**config.mk**
```make
export PLATFORM = sky130hd
export DESIGN_NAME = joybus_cons_cmd_decoder
export DESIGN_NICKNAME = d
export VERILOG_FILES = /design/src/rtl/joybus_cons_cmd_decoder.sv
export SDC_FILE = /design/constraint.sdc
export NUM_CORES = 1
export LEC_CHECK = 0
export CAP_MARGIN = 20
export CORE_UTILIZATION = 57
export DETAILED_ROUTE_END_ITERATION = 12
export GPL_TIMING_DRIVEN = 0
export HOLD_SLACK_MARGIN = 0.02
export PLACE_DENSITY = 0.78
export SLEW_MARGIN = 20
export SYNTH_ARGS = -nofsm -noshare
export SYNTH_HDL_FRONTEND = slang
export SYNTH_SLANG_ARGS = --single-unit
```
**constraint.sdc**
```tcl
create_clock -name clk -period 2.5 [get_ports clk]
set_clock_uncertainty 0.15 [all_clocks]
set_input_delay 0.625 -clock clk [delete_from_list [all_inputs] [get_ports clk]]
set_output_delay 0.625 -clock clk [all_outputs]
set_load 0.05 [all_outputs]
```
**src/rtl/joybus_cons_cmd_decoder.sv**
```systemverilog
// Console-side Joybus command decoder: pulse-width bit decode, frame checks, sticky status flags.
// Optional JB_GLITCH_FILTER_EN adds a 3-sample majority filter on the synchronized line.
module joybus_cons_cmd_decoder #(
  parameter int CLK_MHZ   = 50,
  parameter int THRESH_US = 2,
  parameter int LOWMAX_US = 6,
  parameter int IDLE_US   = 5
) (
  input  logic       clk,
  input  logic       rst_n,
  input  logic       JB_RX,
  input  logic       reset_poll_status,
  input  logic       reset_cmd_done_status,
  output logic       console_did_poll,
  output logic       console_cmd_done,
  output logic [7:0] cmd_byte,
  output logic       rumble,
  output logic       frame_err
);
  localparam int THR   = THRESH_US * CLK_MHZ;
  localparam int LMAX  = LOWMAX_US * CLK_MHZ;
  localparam int IDLE  = IDLE_US * CLK_MHZ;
  localparam int CNT_W = $clog2((LMAX > IDLE) ? LMAX : IDLE) + 1;

  localparam logic [CNT_W-1:0] THR_C  = CNT_W'(THR);
  localparam logic [CNT_W-1:0] LMAX_C = CNT_W'(LMAX);
  localparam logic [CNT_W-1:0] IDLE_C = CNT_W'(IDLE);
  localparam logic [CNT_W-1:0] CNT_SAT = '1;

  typedef enum logic [2:0] {S_IDLE, S_LOW, S_HIGH, S_STOP, S_RESYNC} state_t;

  state_t           state;
  logic             rx_meta, rx_s, rx_line, rx_d;
  logic             rise, fall, bit_val, len24;
  logic [CNT_W-1:0] cnt;
  logic [4:0]       bit_cnt;
  logic [4:0]       frame_len;
  logic [6:0]       shreg;
  logic [7:0]       byte_nxt, byte0;

  // Two-flop synchronizer; resets to the idle-high level so no false edge appears on release.
  always_ff @(posedge clk or negedge rst_n) begin
    if (!rst_n) begin
      rx_meta <= 1'b1;
      rx_s    <= 1'b1;
    end else begin
      rx_meta <= JB_RX;
      rx_s    <= rx_meta;
    end
  end

`ifdef JB_GLITCH_FILTER_EN
  logic [1:0] rx_hist;

  always_ff @(posedge clk or negedge rst_n) begin
    if (!rst_n) begin
      rx_hist <= 2'b11;
      rx_line <= 1'b1;
    end else begin
      rx_hist <= {rx_hist[0], rx_s};
      rx_line <= (rx_s & rx_hist[0]) | (rx_s & rx_hist[1]) | (rx_hist[0] & rx_hist[1]);
    end
  end
`else
  assign rx_line = rx_s;
`endif

  // Edge detect and saturating level-duration counter; cnt equals cycles spent at the current level.
  always_ff @(posedge clk or negedge rst_n) begin
    if (!rst_n) begin
      rx_d <= 1'b1;
      cnt  <= '0;
    end else begin
      rx_d <= rx_line;
      if (rise || fall)
        cnt <= CNT_W'(1);
      else if (cnt != CNT_SAT)
        cnt <= cnt + 1'b1;
    end
  end

  assign rise      = rx_line & ~rx_d;
  assign fall      = ~rx_line & rx_d;
  assign bit_val   = (cnt < THR_C);
  assign byte_nxt  = {shreg, bit_val};
  assign frame_len = len24 ? 5'd24 : 5'd8;

  // Received bits: only the first byte and the trailing bits are ever needed.
  always_ff @(posedge clk) begin
    if (state == S_LOW && rise) begin
      shreg <= byte_nxt[6:0];
      if (bit_cnt == 5'd7)
        byte0 <= byte_nxt;
    end
  end

  always_ff @(posedge clk or negedge rst_n) begin
    if (!rst_n) begin
      state            <= S_IDLE;
      bit_cnt          <= '0;
      len24            <= 1'b0;
      console_did_poll <= 1'b0;
      console_cmd_done <= 1'b0;
      cmd_byte         <= '0;
      rumble           <= 1'b0;
      frame_err        <= 1'b0;
    end else begin
      frame_err <= 1'b0;
      // Clears first so a same-cycle set below overrides them.
      if (reset_poll_status)
        console_did_poll <= 1'b0;
      if (reset_cmd_done_status)
        console_cmd_done <= 1'b0;

      case (state)
        S_IDLE: begin
          if (fall) begin
            bit_cnt <= '0;
            state   <= S_LOW;
          end
        end
        S_LOW: begin
          if (rise) begin
            bit_cnt <= bit_cnt + 1'b1;
            state   <= S_HIGH;
            if (bit_cnt == 5'd7) begin
              case (byte_nxt)
                8'h00, 8'h41: len24 <= 1'b0;
                8'h40, 8'h42: len24 <= 1'b1;
                default: begin
                  frame_err <= 1'b1;
                  state     <= S_RESYNC;
                end
              endcase
            end
          end else if (cnt > LMAX_C) begin
            frame_err <= 1'b1;
            state     <= S_RESYNC;
          end
        end
        S_HIGH: begin
          if (fall)
            state <= (bit_cnt == frame_len) ? S_STOP : S_LOW;
          else if (cnt > IDLE_C) begin
            frame_err <= 1'b1;
            state     <= S_RESYNC;
          end
        end
        S_STOP: begin
          if (rise) begin
            if (cnt < THR_C) begin
              console_cmd_done <= 1'b1;
              cmd_byte         <= byte0;
              if (byte0 == 8'h40) begin
                console_did_poll <= 1'b1;
                rumble           <= shreg[0];
              end
              state <= S_IDLE;
            end else begin
              frame_err <= 1'b1;
              state     <= S_RESYNC;
            end
          end else if (cnt > LMAX_C) begin
            frame_err <= 1'b1;
            state     <= S_RESYNC;
          end
        end
        S_RESYNC: begin
          if (rx_line && cnt >= IDLE_C)
            state <= S_IDLE;
        end
        default: state <= S_IDLE;
      endcase
    end
  end
endmodule

```
# Word-level counts from Yosys, hierarchy flattened
# Index checks and enable logic that the tools add are counted.
[classes]
add_sub_neg = 2
muxes = 37
n_lt_le_gt_ge = 4
n_bitwise = 4
n_eq_ne = 15
n_reduce_logical = 17
[op_table]
columns = ["op", "count"]
rows = [
  ["8-bit by 7-bit == test with 1-bit output, second input constant", 4],
  ["3-bit two-way mux", 10],
  ["10-bit two-way mux", 2],
  ["1-bit two-way mux", 17],
  ["5-bit two-way mux", 3],
  ["3-bit one-hot mux with 5 select lines", 1],
  ["10-bit by 1-bit adder with 10-bit output, second input constant", 1],
  ["10-bit by 8-bit greater-or-equal comparator with 1-bit output, second input constant", 1],
  ["10-bit by 8-bit greater-than comparator with 1-bit output, second input constant", 1],
  ["10-bit by 9-bit greater-than comparator with 1-bit output, second input constant", 1],
  ["10-bit by 7-bit < comparator with 1-bit output, second input constant", 1],
  ["10-bit inequality test, second input constant", 1],
  ["5-bit one-hot mux with 2 select lines", 1],
  ["3-bit AND reduction", 3],
  ["8-bit logical NOT", 1],
  ["4-bit AND reduction", 2],
  ["3-bit by 2-bit == test with 1-bit output, second input constant", 2],
  ["2-bit inequality test, second input constant", 3],
  ["2-bit nonzero test", 3],
  ["5-bit by 1-bit adder with 5-bit output, second input constant", 1],
  ["5-bit by 3-bit == test with 1-bit output, second input constant", 1],
  ["5-bit == test", 1],
  ["2-bit OR reduction", 2],
  ["4-bit OR reduction", 1],
  ["12 further kinds", 15],
]
[word_totals]
word_cells = 93
in_bits = 5
reg_bits = 49

# Longest topological paths before layout
[logic_depth]
ltp_word = 7
mapped_depth = 7
mapped_depth_nobuf = 7

# Worst setup path before layout
# OpenSTA, ideal clock, no wires.
[synth_path]
kind = "flip-flop to flip-flop"
startpoint = "register rx_d"
endpoint = "register state[1]"
path_buffers = 0
arrival_ns = 1.817
setup_ns = 0.124
setup_slack_ns = 0.409
synth_period_minus_slack_ns = 2.091
stages_incl_launch_ff = 8
cell_sequence = "dfstp_2 inv_1 ha_1 nand3_1 clkinv_1 a22oi_1 o41ai_1 a211o_1"
[synth_via]
elab_chain_len = 4
[synth_rtl]
columns = ["item", "line", "rtl"]
rows = [
  ["start, declared", "33", "logic rx_meta, rx_s, rx_line, rx_d;"],
  ["start signal, assigned", "74", "rx_d <= rx_line;"],
  ["1-bit NOT", "82", "assign rise = rx_line & ~rx_d;"],
  ["1-bit AND", "82", ""],
  ["3-bit two-way mux, on equally long branches", "150, 123", ""],
  ["3-bit one-hot mux with 5 select lines", "115", "case (state)"],
  ["end signal, assigned", "143", "state <= (bit_cnt == frame_len) ? S_STOP : S_LOW;"],
  ["end, declared", "32", "state_t state;"],
]
# Several ways; a longest one is shown, not always the timed one.
# A chain may end at the register's enable or synchronous reset.

# Worst setup path in the final report
# Same ends and word-level chain as after synthesis.

==> results.md <==
- Ant. Diodes: 0
- Vias in the first global route: 1,532
- Area overhead of the layout relative to synthesis: 13.21%
- Yosys cell types: 54
- Outcome: complete, no violations
- Max-capacitance violation count: 0
- Die Y-Extent: 65.42 µm
- Final non-filler cell area: 2595 µm²
- Wire length of the first global-routing pass: 6941 µm
- Data arrival time of the critical path: roughly 2.3 ns
- GR Util All Layers: 22.00%
- Critical path buffer and inverter count: 2
- Sequential-to-total area share from yosys stat: 56.93%
- Antenna violations before repair: 0
- Overall die width: 65.42 µm
- Number of buffers inserted for hold repair after clock tree synthesis: 0
- Number of stages on the worst setup path: 7
- Post-CTS setup buffer count: 0
- Worst setup slack before clock tree synthesis: 0.1337 ns
- Ys Warns: 0
- Post-DP HPWL: 2894 µm
- Syn nets: a little under 200
- Total Nets Final: 220
- Total number of vias: 1,520
- P_leak: approximately 1.1 nW
- Worst skew pair latency: 0.31 ns
- Clock transition at the registers of the reported paths: 0.09 ns
- Number of iterations in the first detailed-routing pass: 5
- Fin Setup TNS: 0 ns
- Startpoint kind of the worst setup timing path: flop
- Maximum ir drop on the vdd rail: 0.0004610 V
- Power Total: 1.984 mW
- Largest net degree at the start of global routing: 35
- Top cells by instance count after synthesis: sky130_fd_sc_hd__dfrtp_1 (31), sky130_fd_sc_hd__edfxtp_1 (15), sky130_fd_sc_hd__nor2_1 (15)
- Maximum buffer depth of the clock tree: 2
- Share of final-layout standard cells stronger than drive strength 1: 16.19%
- Starting DRT DRC Count: ~110
- Power density relative to cell area: roughly 760 nW/µm²
- Series of cell instances along the critical path: inv_1, ha_1, nand3_1, clkinvlp_4, a22oi_1, o41ai_1, a211o_1
- Area of the die: 4279 µm²
- CTS buffer count: 5
- Number of remaining DRC errors: 0
- Resized Gates After CTS: 0
- RR Startpoint: rx_d$_DFF_PN1_
- Sequential cell area in the final layout: between 1000 and 1500 µm²
- Final min period: 2.256 ns
- Leading post-synthesis cells by cell area: sky130_fd_sc_hd__dfrtp_1 (34%), sky130_fd_sc_hd__edfxtp_1 (20%), sky130_fd_sc_hd__mux2_2 (4.4%)
- CP endpoint kind: flop
- Max-Slew Margin vs Limit: 51.93%
- Total gr overflow: 0
- Worst reg-to-reg setup slack: 0.24 ns
- Clock tree from TritonCTS: built
- Multi-input logic area: 883.3 µm²
- End point of the critical path: state[1]$_DFFE_PN0P_
- Req. time, crit path: 2.53 ns
- Standard cell with the maximum stage delay on the critical path: sky130_fd_sc_hd__dfstp_2
- Via count normalized by instance count: between 5 and 6
- Cell at the root of the clock tree: sky130_fd_sc_hd__clkbuf_8
- Area of placed instances: 2507 µm²
- Final setup vio count: 0
- Transition at the pin with the smallest max-transition slack: 0.7210 ns
- Unrepaired setup endpoints after global routing: false
- Most used DFF post-synth: sky130_fd_sc_hd__dfrtp_1
- Largest area contributor in the netlist: sky130_fd_sc_hd__dfrtp_1
- Number of failing hold endpoints at the final stage: 0
- GPL Wtd Cong: 0.8174
- Async set or reset register ratio after synthesis: between 60% and 70%
- Category of cells accounting for the largest share of critical-path delay: compound AO/OA/AOI/OAI gates
- Critical path startpoint: rx_d$_DFF_PN1_
- Setup CP Type: reg2reg
- Share of the synthesized area in the top cell type: 33.84%
- Antenna-violating nets left: 0
- Initial Util: 60.78%
- Count of buffers inserted at the top-level ports: 16
- Number of H-tree levels: 2
- Synthesized cell area: between 2000 and 2500 µm²
- Filler cell count in the final layout: roughly 270
- Per-instance average area after synthesis: 12.32 µm²
- Count of flip-flops with a built-in enable after synthesis: 15
- Class of the most critical hold timing path: in2async
- CP max stage delay: ~0.53 ns
- Period utilization: between 90% and 100%
- Post-detailed-routing wire length: about 4000 µm
- RR Endpoint: state[1]$_DFFE_PN0P_
- Flops & latches, synth: 49
- Post-synthesis cell count: 186
- Post-DR wirelength/cell: between 15 and 20 µm
- Final critical-path setup slack: 0.2443 ns
- Clk sink count: just under 50
- Number of top-level pins: 17
- Placement Rows: 22
- Worst R2R Path Depth: 7
- Worst Hold Margin: around 0.21 ns
- Cell with the most instances after synthesis: sky130_fd_sc_hd__dfrtp_1
- Maximum clock frequency: ~0.44 GHz
- Crit Path Max Fanout: 15
- Core Region: 3771 µm²
- Slew Limit Fails: 0
-- power by group --
| part | total [mW] | switching, mW | internal, mW |
|---|---|---|---|
| clock network | 0.445 | 0.251 | 0.194 |
| logic | 0.529 | 0.321 | 0.208 |
| registers | 1.01 | 0.0791 | 0.930 |
-- cell type report --
cell class	count	share of cell area, %
flip-flops and latches	49	50.29
multi-input cells	119	34.04
clock inverters	2	0.4339
repair buffers	16	5.979
clock buffers	6	2.797
well taps	48	2.314
inverters	13	2.025
plain buffers	5	2.122
-- kinds of logic after synthesis --
kind of cell,Yosys count,share of synthesized area (%)
flip-flops,49,56.93
AO/OA/AOI/OAI,33,10.54
AND/OR/NAND/NOR,59,15.39
multiplexers,11,5.513
adder cells (fa/ha/maj),6,3.275
XOR/XNOR,10,3.821
buffers and inverters,18,4.530
-- per-layer routing --
layer | up-vias | global-route usage (%) | wire length (µm)
li1 | 721 | - | -
met1 | 746 | 26.57 | 1717
met2 | 43 | 35.18 | 1954
met3 | 10 | 6.250 | 170
met4 | 0 | 12.50 | 111
met5 | - | 0 | 0
-- cell usage in the layout (no fill, tap or decap), drive strengths merged, types with 2 or more instances in the layout --
| cell type | netlist | final |
|---|---|---|
| mux2 | 10 | 10 |
| o311ai | 2 | 2 |
| or4 | 2 | 2 |
| nand2 | 10 | 10 |
| and4 | 2 | 2 |
| edfxtp | 15 | 15 |
| and3b | 2 | 2 |
| nor3 | 6 | 6 |
| nand4 | 4 | 4 |
| o32ai | 2 | 2 |
| nor2 | 15 | 15 |
| inv | 12 | 12 |
| clkdlybuf4s50 | 0 | 15 |
| dfstp | 3 | 3 |
| and2 | 2 | 2 |
| nor4 | 2 | 2 |
| nand2b | 4 | 4 |
| buf | 3 | 4 |
| clkbuf | 2 | 8 |
| a21boi | 2 | 2 |
| a211oi | 2 | 2 |
| a21oi | 6 | 6 |
| ha | 6 | 6 |
| xnor2 | 6 | 6 |
| dfrtp | 31 | 31 |
| clkinvlp | 0 | 2 |
| nand3 | 5 | 5 |
| xor2 | 4 | 4 |
| o21ai | 7 | 7 |
-- through the flow --
step / utilization (%) / std cells
2_1_floorplan: - / 186
3_3_place_gp: 66.62 / 250
3_5_place_dp: 66.49 / 250
4_1_cts: 68.71 / 258
5_1_grt: 68.81 / 258
6_report: 68.81 / 258
-- flip-flops by register name, summed over array words and instances (netlist names) --
signal,count
cmd_byte,8
shreg,7
len24,1
frame_err,1
state,3
rx_d,1
cnt,10
console_cmd_done,1
rx_meta,1
bit_cnt,5
rx_line,1
byte0,8
rumble,1
console_did_poll,1
-- how the worst min path moves through the flow --
stage                              endpoint         startpoint  slack, ns  cells after the start
floorplan            bit_cnt[0]$_DFFE_PN0P_              rst_n       0.18                      0
global placement          rx_line$_DFF_PN1_  rx_meta$_DFF_PN1_       0.20                      0
detailed placement        rx_line$_DFF_PN1_  rx_meta$_DFF_PN1_       0.20                      0
CTS                       rx_line$_DFF_PN1_  rx_meta$_DFF_PN1_       0.21                      0
global route              rx_line$_DFF_PN1_  rx_meta$_DFF_PN1_       0.21                      0
finish              cmd_byte[0]$_DFFE_PN0P_              rst_n       0.21                      1
No activity file was read; power rests on OpenSTA's default activity.
